### config.mk
export PLATFORM = sky130hd
export DESIGN_NAME = noc_run_sequencer
export DESIGN_NICKNAME = d
export VERILOG_FILES = /design/src/rtl/noc_run_sequencer.sv
export SDC_FILE = /design/constraint.sdc
export NUM_CORES = 1
export LEC_CHECK = 0
export CORE_AREA = 2 2 478 480
export DETAILED_ROUTE_END_ITERATION = 7
export DIE_AREA = 0 0 480 482
export PLACE_DENSITY = 0.32
export SKIP_LAST_GASP = 1
export SLEW_MARGIN = 20
export SYNTH_ARGS = -nofsm -noshare
export SYNTH_HDL_FRONTEND = slang
export SYNTH_SLANG_ARGS = --single-unit
export TNS_END_PERCENT = 50
### constraint.sdc
create_clock -name clk_i -period 4 [get_ports clk_i]
set_input_delay 1.2 -clock clk_i [delete_from_list [all_inputs] [get_ports clk_i]]
set_output_delay 1.2 -clock clk_i [all_outputs]
set_load 0.05 [all_outputs]
### src/rtl/noc_run_sequencer.sv
// rtl/noc_run_sequencer.sv - Repeated loader run controller: start pulse, idle-timed runs, PMU dump scan.
module noc_run_sequencer #(
    parameter int NODES          = 16,
    parameter int PMU_ADDR_WIDTH = 5,
    parameter int PMU_DATA_WIDTH = 64,
    parameter int PMU_REGS       = 8,
    parameter int CYC_WIDTH      = 32,
    parameter int REP_WIDTH      = 8,
    localparam int NODE_WIDTH    = (NODES > 1) ? $clog2(NODES) : 1
) (
    input  logic                      clk_i,
    input  logic                      rst_i,
    input  logic                      run_i,
    input  logic [NODES-1:0]          node_mask_i,
    input  logic [REP_WIDTH-1:0]      repeat_i,
    input  logic [CYC_WIDTH-1:0]      timeout_i,
    output logic                      start_o,
    input  logic [NODES-1:0]          idle_i,
    output logic [PMU_ADDR_WIDTH-1:0] pmu_addr_o,
    input  logic [PMU_DATA_WIDTH-1:0] pmu_data_i [NODES],
    output logic                      dump_valid_o,
    input  logic                      dump_ready_i,
    output logic [PMU_DATA_WIDTH-1:0] dump_data_o,
    output logic [NODE_WIDTH-1:0]     dump_node_o,
    output logic [PMU_ADDR_WIDTH-1:0] dump_reg_o,
    output logic [REP_WIDTH-1:0]      dump_iter_o,
    output logic                      dump_last_o,
    output logic                      busy_o,
    output logic                      done_o,
    output logic                      timeout_o,
    output logic [CYC_WIDTH-1:0]      run_cycles_o
);

    typedef enum logic [2:0] {
        S_IDLE, S_LAUNCH, S_GUARD, S_RUN, S_SCAN, S_DONE
    } state_t;

    state_t                    state_q, state_d;
    logic [NODES-1:0]          mask_q, mask_d;
    logic [REP_WIDTH-1:0]      reps_q, reps_d, iter_q, iter_d;
    logic [CYC_WIDTH-1:0]      tmo_q, tmo_d, cnt_q, cnt_d, run_cycles_q, run_cycles_d;
    logic                      timed_out_q, timed_out_d;
    logic [NODE_WIDTH-1:0]     node_q, node_d;
    logic [PMU_ADDR_WIDTH-1:0] reg_q, reg_d;
    logic                      present_q, present_d;
    logic [PMU_DATA_WIDTH-1:0] data_q, data_d;

    logic [CYC_WIDTH-1:0]      cnt_inc;
    logic                      all_idle, has_next, last_reg, last_beat;
    logic [NODE_WIDTH-1:0]     first_node, next_node;

    assign cnt_inc   = (&cnt_q) ? cnt_q : cnt_q + 1'b1;
    assign all_idle  = &(idle_i | ~mask_q);
    assign last_reg  = (reg_q == PMU_ADDR_WIDTH'(PMU_REGS - 1));
    assign last_beat = last_reg && !has_next;

    // Lowest masked node, and the next masked node above the current scan position.
    always_comb begin
        first_node = '0;
        next_node  = node_q;
        has_next   = 1'b0;
        for (int i = NODES - 1; i >= 0; i--) begin
            if (mask_q[i]) begin
                first_node = NODE_WIDTH'(i);
                if (i > int'(node_q)) begin
                    next_node = NODE_WIDTH'(i);
                    has_next  = 1'b1;
                end
            end
        end
    end

    always_comb begin
        state_d      = state_q;
        mask_d       = mask_q;
        reps_d       = reps_q;
        iter_d       = iter_q;
        tmo_d        = tmo_q;
        cnt_d        = cnt_q;
        run_cycles_d = run_cycles_q;
        timed_out_d  = timed_out_q;
        node_d       = node_q;
        reg_d        = reg_q;
        present_d    = present_q;
        data_d       = data_q;
        case (state_q)
            S_IDLE: begin
                if (run_i) begin
                    mask_d      = node_mask_i;
                    reps_d      = (repeat_i == '0) ? REP_WIDTH'(1) : repeat_i;
                    tmo_d       = timeout_i;
                    iter_d      = '0;
                    timed_out_d = 1'b0;
                    cnt_d       = '0;
                    state_d     = (node_mask_i == '0) ? S_DONE : S_LAUNCH;
                end
            end
            S_LAUNCH: begin
                cnt_d   = '0;
                state_d = S_GUARD;
            end
            S_GUARD: begin
                cnt_d = cnt_inc;
                if (cnt_q == CYC_WIDTH'(1)) begin
                    state_d = S_RUN;
                end
            end
            S_RUN: begin
                cnt_d = cnt_inc;
                // Idle wins a tie; >= lets timeouts below the 3-cycle minimum still fire.
                if (all_idle || (tmo_q != '0 && cnt_inc >= tmo_q)) begin
                    timed_out_d  = timed_out_q | ~all_idle;
                    run_cycles_d = cnt_inc;
                    node_d       = first_node;
                    reg_d        = '0;
                    present_d    = 1'b0;
                    state_d      = S_SCAN;
                end
            end
            S_SCAN: begin
                if (!present_q) begin
                    data_d    = pmu_data_i[node_q];
                    present_d = 1'b1;
                end else if (dump_ready_i) begin
                    present_d = 1'b0;
                    if (last_beat) begin
                        reg_d = '0;
                        if (iter_q != reps_q - 1'b1 && !timed_out_q) begin
                            iter_d  = iter_q + 1'b1;
                            state_d = S_LAUNCH;
                        end else begin
                            state_d = S_DONE;
                        end
                    end else if (last_reg) begin
                        reg_d  = '0;
                        node_d = next_node;
                    end else begin
                        reg_d = reg_q + 1'b1;
                    end
                end
            end
            S_DONE: begin
                state_d = S_IDLE;
            end
            default: begin
                state_d = S_IDLE;
            end
        endcase
    end

    always_ff @(posedge clk_i) begin
        if (rst_i) begin
            state_q      <= S_IDLE;
            mask_q       <= '0;
            reps_q       <= '0;
            iter_q       <= '0;
            tmo_q        <= '0;
            cnt_q        <= '0;
            run_cycles_q <= '0;
            timed_out_q  <= 1'b0;
            node_q       <= '0;
            reg_q        <= '0;
            present_q    <= 1'b0;
            data_q       <= '0;
        end else begin
            state_q      <= state_d;
            mask_q       <= mask_d;
            reps_q       <= reps_d;
            iter_q       <= iter_d;
            tmo_q        <= tmo_d;
            cnt_q        <= cnt_d;
            run_cycles_q <= run_cycles_d;
            timed_out_q  <= timed_out_d;
            node_q       <= node_d;
            reg_q        <= reg_d;
            present_q    <= present_d;
            data_q       <= data_d;
        end
    end

    assign start_o      = (state_q == S_LAUNCH);
    assign busy_o       = (state_q != S_IDLE);
    assign done_o       = (state_q == S_DONE);
    assign timeout_o    = timed_out_q;
    assign run_cycles_o = run_cycles_q;
    assign pmu_addr_o   = reg_q;
    assign dump_valid_o = present_q;
    assign dump_data_o  = data_q;
    assign dump_node_o  = node_q;
    assign dump_reg_o   = reg_q;
    assign dump_iter_o  = iter_q;
    assign dump_last_o  = present_q && last_beat;

endmodule

# Yosys cells after proc, flatten, opt, wreduce, memory -nomap -nowiden
# Cells that the tools add are included.
# Widths: inputs -> output; s select.
[classes] eq_ne=17 n_reduce_logical=29 order_cmp=17 n_addsub=4 bitwise_logic=6 mux=117
[op_table] cell="$bmux 64 s4" n=1
[op_table] cell="$mux 4" n=51
[op_table] cell="$mux 64" n=2
[op_table] cell="$pmux 32 s3" n=1
[op_table] cell="$mux 32" n=2
[op_table] cell="$mux 8" n=6
[op_table] cell="$mux 1" n=35
[op_table] cell="$add 32x1->32 const B" n=1
[op_table] cell="$eq 32x1->1 const B" n=1
[op_table] cell="$ge 32x32->1" n=1
[op_table] cell="$gt 4x4->1 const A" n=8
[op_table] cell="$reduce_and 32->1" n=1
[op_table] cell="$reduce_bool 32->1" n=1
[op_table] cell="$mux 5" n=5
[op_table] cell="$mux 3" n=8
[op_table] cell="$ne 2x2->1 const B" n=9
[op_table] cell="$reduce_and 6->1" n=3
[op_table] cell="$gt 3x4->1 const A" n=4
[op_table] cell="$logic_not 16->1" n=1
[op_table] cell="$not 16->16" n=1
[op_table] cell="$or 16x16->16" n=1
[op_table] cell="$pmux 8 s2" n=1
[op_table] cell="$reduce_and 16->1" n=1
[op_table] cell="$pmux 3 s5" n=1
[op_table] cell="28 further kinds" n=44
[word_totals] reg_bits=206 input_bits=1100 out_inout_bits=124 wordCells=202

# Depth between registers and ports, before layout
[depth] ltp_word=37 mapped_depth=17 ltp_nobuf=15

# Least setup slack after synthesis
# OpenSTA, ideal clock, no wires.
[synth_path] path_kind="reg2reg" from="reg cnt_q[3]" to="reg run_cycles_q[15], in the netlist run_cycles_o[15]" path_stages_with_launch=16 path_slack_ns=0.058 t_arrival_ns=3.815 period_less_slack_ns=3.942 t_required_ns=3.872 setup_ns=0.128 path_buffers=2 path_cell_list="dfxtp_1 buf_2 and4_4 nand4_1 or4_4 o21ai_4 nor2_1 xor2_1 ha_1 nand4_1 o41ai_1 o211ai_1 a31oi_2 buf_2 mux2i_1 nor2_1"
[synth_via] elab_chain_len=6 elab_cells_between_ends=7 cone_classes="add/sub (1); order compare (1); mux (1); reduce/logical (4)"
[synth_lines] element="from (decl)" line="41" text="logic [CYC_WIDTH-1:0] tmo_q, tmo_d, cnt_q, cnt_d, run_cycles_q, run_cycles_d;"
[synth_lines] element="from (signal assigned)" line="171" text="cnt_q <= cnt_d;"
[synth_lines] element="$add 32x1->32 or $reduce_and 32->1 (tied branches)" line="52" text="assign cnt_inc = (&cnt_q) ? cnt_q : cnt_q + 1'b1;"
[synth_lines] element="$mux 32 (*)" line="52"
[synth_lines] element="via cnt_inc[9]" line="48" text="logic [CYC_WIDTH-1:0] cnt_inc;"
[synth_lines] element="$ge 32x32->1 (*)" line="111" text="if (all_idle || (tmo_q != '0 && cnt_inc >= tmo_q)) begin"
[synth_lines] element="$logic_and 1x1->1 (*)" line="111"
[synth_lines] element="$logic_or 1x1->1 (*)" line="111"
[synth_lines] element="$reduce_and 2->1 (no line) (*)"
[synth_lines] element="to (signal assigned)" line="172" text="run_cycles_q <= run_cycles_d;"
[synth_lines] element="to (decl)" line="41"
# The timed path passes the listed nets; every way through them passes the cells marked *.
# A chain may end at the register's enable or synchronous reset.

# Worst setup path in the final report
[layout_path] from="reg cnt_q[6]" to="reg node_q[3], in the netlist dump_node_o[3]"
[layout_via] elab_chain_len=7 elab_cells_between_ends=8 cone_classes="add/sub (1); order compare (1); eq/ne (1); mux (1); reduce/logical (4)"
[layout_lines] element="$add 32x1->32 or $reduce_and 32->1 (tied branches)" line="52"
[layout_lines] element="$mux 32 (*)" line="52"
[layout_lines] element="via cnt_inc[9]" line="48"
[layout_lines] element="$ge 32x32->1 (*)" line="111"
[layout_lines] element="$logic_and 1x1->1 (*)" line="111"
[layout_lines] element="$logic_or 1x1->1 (*)" line="111"
[layout_lines] element="$ne 2x2->1 (no line) (*)"
[layout_lines] element="$reduce_and 6->1 (no line) (*)"
[layout_lines] element="to (signal assigned)" line="174" text="node_q <= node_d;"
[layout_lines] element="to (decl)" line="43" text="logic [NODE_WIDTH-1:0] node_q, node_d;"
# Marks and branches as above.

==> impl_summary.log <==
[metrics] number of nets with antenna violations after detailed routing: 0
[metrics] total clock buffers created by CTS: 36
[metrics] most used flip-flop cell after synthesis: sky130_fd_sc_hd__dfxtp_1
[metrics] Synth Instances: 1,762
[metrics] number of instances on the worst hold path: 2
[metrics] post-synthesis instance area: 17,980 sq um
[metrics] Std-Cell Core Area: 226,400 sq um
[metrics] Max VDD drop: 0.0002634 V
[metrics] total number of H-tree levels: 2
[metrics] portion of synthesized cell area occupied by the leading cell type: 0.4008
[metrics] FF-to-FF setup slack: -0.08 ns
[metrics] final cell count without fillers: 6,140
[metrics] syn avg cell area: 10.21 sq um
[metrics] routability-driven placement congestion ratio: 0.9077
[metrics] Required @ worst endpoint: 4.53 ns
[metrics] DP Cell Count: 5,979
[metrics] Routed met1 length: 80,550 microns
[metrics] number of iterations in the first detailed-routing pass: 5
[metrics] power density over the cells: 220.1 nW/um^2
[metrics] YS warnings: 0
[metrics] met2 wire length: 99,200 microns
[metrics] type of the most critical hold path: reg -> reg
[metrics] routed wire length per instance: 35.23 microns
[metrics] I/O pins: 1,224
[metrics] pin count of the biggest net entering global routing: 113
[metrics] relative area change from synthesis to final layout: 104.1%
[metrics] library cell used as clock root buffer: sky130_fd_sc_hd__clkbuf_16
[metrics] status: finished, violations left
[metrics] initial standard-cell utilization of the core: 0.07943
[metrics] count of clock tree sinks: 206
[metrics] Unique masters post-synth: 85
[metrics] crit path setup slack, layout: -0.07977 ns
[metrics] max-cap viol count: 0
[metrics] total congestion overflow after global routing: 0
[metrics] CTS hold repair buffers: 0
[metrics] global-route wire length before repair: 264,600 microns
[metrics] number of global-route vias before repair: 22.36k
[metrics] Worst-Margin Slew: 1.124 ns
[metrics] Slew HR: 0.2505
[metrics] clock skew after layout: 0.04141 ns
[metrics] clock tree from TritonCTS: done
[metrics] number of vias after detailed routing: 22.66k
[metrics] Seq cells post-synth: 206
[metrics] clock input transition at the sequential cells of the worst setup and hold paths: 0.06 ns
[metrics] Worst R2R End: dump_node_o[3]$_SDFFE_PP0P_
[metrics] synthesized net count: 2,899
[metrics] count of flip-flops with a built-in enable after synthesis: 0
[metrics] worst r2r src: cnt_q[6]$_SDFFE_PP0P_
[metrics] uppermost signal routing layer after detailed routing: met5
[metrics] Max Root-Sink Buffers: 3
[metrics] capturing element type of the critical path: flop
[metrics] top area cells in the synthesized netlist: sky130_fd_sc_hd__mux4_2, sky130_fd_sc_hd__dfxtp_1, sky130_fd_sc_hd__nand2_1, sky130_fd_sc_hd__a21oi_1, sky130_fd_sc_hd__ha_1
[metrics] share of final-layout standard cells stronger than drive strength 1: 0.2190
[metrics] proportion of register bits with asynchronous set or reset after synthesis: 0
[metrics] setup violation total in the final timing report: 26
[metrics] final max-slew violation count: 0
[metrics] worst min-delay path endpoint: dump_data_o[55]$_SDFFE_PP0P_
[metrics] number of filler instances in the final layout: 25.54k
[metrics] GRT Util Overall: 0.1794
[metrics] highest achievable clock rate: 245.1 MHz
[metrics] HPWL after detailed placement: 190,200 microns
[metrics] Buffers on Ports: 1,223
[metrics] Static Leakage: 11.86 nW
[metrics] die height: 482 microns
[metrics] number of antenna violations at the first check in global routing: 240
[metrics] Via-to-Cell Ratio: 3.691
[metrics] startpoint-to-endpoint class of the critical path: reg -> reg
[metrics] clock latency on the worst-skew pair: 0.64 ns
[metrics] area of the die: 231,400 sq um
[metrics] die span in x: 480 microns
[metrics] row count: 175
[metrics] violation count after the first detailed-routing iteration: 1,914
[metrics] routed length on met3: 29,250 microns
[metrics] unrepaired setup endpoints after global routing: yes
[metrics] Final Total Pwr: 8.078 mW
[metrics] Final nets: 4,180
[metrics] minimum clock period: 4.080 ns
[metrics] startpoint of the lowest-slack hold path: dump_data_o[55]$_SDFFE_PP0P_
[metrics] Final Hold Fails: 0
[metrics] register area share after synthesis: 0.2293
[metrics] arrival time worst endpoint: 4.61 ns
[metrics] wirelength, routed: 216,300 microns
[metrics] logic depth of the worst register-to-register path: 17
[metrics] sort of element at the start of the critical path: flop
[metrics] failing checks: setup timing
[metrics] Residual DRC: 0
[metrics] cell taking the most area after synthesis: sky130_fd_sc_hd__mux4_2
[metrics] highest fanout seen on the critical path: 5
[metrics] fraction of the cycle the final worst path needs: 1.020
power breakdown:
part           switching [mW]  internal, mW
clock network            1.43          1.90
registers              0.0802          2.11
logic                    1.05          1.51
layout make-up:
class                           instances  area [sq um]  area share
Antenna cell                           62         155.1    0.004228
Clock buffer                           46         998.5     0.02721
Clock inverter                         18         167.7    0.004569
Inverter                               60         230.2    0.006274
Multi-Input combinational cell       1334         13340      0.3634
Sequential cell                       206          4145      0.1130
Tap cell                             3009          3765      0.1026
Timing Repair Buffer                 1405         13900      0.3788
how the worst max path moves through the flow:
stage / from / endpoint / cells after the start
after detailed placement: cnt_q[6]$_SDFFE_PP0P_ / dump_node_o[3]$_SDFFE_PP0P_ / 18
after CTS: cnt_q[5]$_SDFFE_PP0P_ / run_cycles_o[3]$_SDFFE_PP0P_ / 18
after global routing: cnt_q[6]$_SDFFE_PP0P_ / run_cycles_o[7]$_SDFFE_PP0P_ / 21
after floorplan: cnt_q[3]$_SDFFE_PP0P_ / run_cycles_o[15]$_SDFFE_PP0P_ / 15
after global placement: cnt_q[6]$_SDFFE_PP0P_ / dump_node_o[3]$_SDFFE_PP0P_ / 18
final: cnt_q[6]$_SDFFE_PP0P_ / dump_node_o[3]$_SDFFE_PP0P_ / 17
state kept, by name, indices dropped and copies added (netlist names):
name,cells
dump_data_o,64
dump_iter_o,8
dump_reg_o,5
run_cycles_o,32
tmo_q,32
reps_q,8
mask_q,16
dump_node_o,4
state_q,3
cnt_q,32
timeout_o,1
dump_valid_o,1
layer usage:
metal  vias to the layer above  GRT usage
met1                     11400     0.2040
met3                       402    0.09893
met4                       138    0.04375
li1                       9444          -
met5                         -          0
met2                      1285     0.2908
cell usage in the layout (no fill, tap or decap), types with 21 or more instances in the layout:
cell type,Yosys,layout
sky130_fd_sc_hd__nand3_1,27,25
sky130_fd_sc_hd__buf_4,5,160
sky130_fd_sc_hd__clkdlybuf4s50_1,0,1216
sky130_fd_sc_hd__nand2_1,302,292
sky130_fd_sc_hd__inv_1,59,59
sky130_fd_sc_hd__clkbuf_16,0,39
sky130_fd_sc_hd__nor2_1,104,91
sky130_fd_sc_hd__nor4_1,31,30
sky130_fd_sc_hd__a21oi_1,178,170
sky130_fd_sc_hd__mux4_2,320,320
sky130_fd_sc_hd__o21ai_0,30,27
sky130_fd_sc_hd__ha_1,37,33
sky130_fd_sc_hd__dfxtp_1,206,197
sky130_fd_sc_hd__nor3_1,45,38
sky130_fd_sc_hd__diode_2,0,62
sky130_fd_sc_hd__xnor2_1,22,21
logic make-up after synthesis:
group,after synthesis,synth area share
flops,206,0.2293
fa+ha+maj,38,0.02630
xor+xnor,44,0.02185
simple gates,605,0.1542
compound gates,309,0.1038
buf+inv,222,0.05365
mux,338,0.4109
synthesized netlist by cell type (all sizes together), types with 14 or more instances:
library cell / count
nand3: 27
and3: 15
nor3: 46
xnor2: 22
buf: 50
dfxtp: 206
o21ai: 31
mux4: 320
ha: 37
nand4: 20
clkbuf: 112
a22oi: 14
nor2: 107
mux2i: 17
nor4: 32
a21oi: 178
nand2: 303
xor2: 22
inv: 60
metrics by stage:
stage / worst slack, ns / utilization / hold slack, ns / cell area (sq um) / setup TNS (ns)
finish: -0.07977 / 0.1621 / 0.4522 / 36700 / -0.7102
global route: -0.2171 / 0.1616 / 0.4715 / 36580 / -5.633
CTS: -0.1254 / 0.1596 / 0.4562 / 36140 / -2.601
detailed placement: -0.6140 / 0.1527 / 0.4477 / 34580 / -17.77
global placement: -0.5834 / 0.1527 / 0.4428 / 34580 / -17.99
floorplan: 0.05787 / - / 0.4454 / 17980 / 0
worst max-delay path: stages (launching register included):
cell and delay [ns]:
sky130_fd_sc_hd__dfxtp_2 0.32, sky130_fd_sc_hd__and4_4 0.23, sky130_fd_sc_hd__nand4_1 0.14, sky130_fd_sc_hd__or4_4 0.60
sky130_fd_sc_hd__buf_12 0.16, sky130_fd_sc_hd__o21ai_4 0.16, sky130_fd_sc_hd__nor2_2 0.07, sky130_fd_sc_hd__xor2_2 0.15
sky130_fd_sc_hd__ha_1 0.29, sky130_fd_sc_hd__a21o_1 0.18, sky130_fd_sc_hd__a21o_1 0.18, sky130_fd_sc_hd__a21oi_2 0.17
sky130_fd_sc_hd__nand2_2 0.08, sky130_fd_sc_hd__o211ai_1 0.40, sky130_fd_sc_hd__a31oi_4 0.19, sky130_fd_sc_hd__buf_12 0.19
sky130_fd_sc_hd__o21ai_4 0.14, sky130_fd_sc_hd__mux2_4 0.31
what timing repair did:
action	CTS	global route
cloned	1	4
buffers inserted	22	9
pin swaps	20	31
hold endpoints to repair	0	0
gates resized for setup	39	66
endpoints found under the setup margin	47	45
Power figures use the tool's default switching activity.
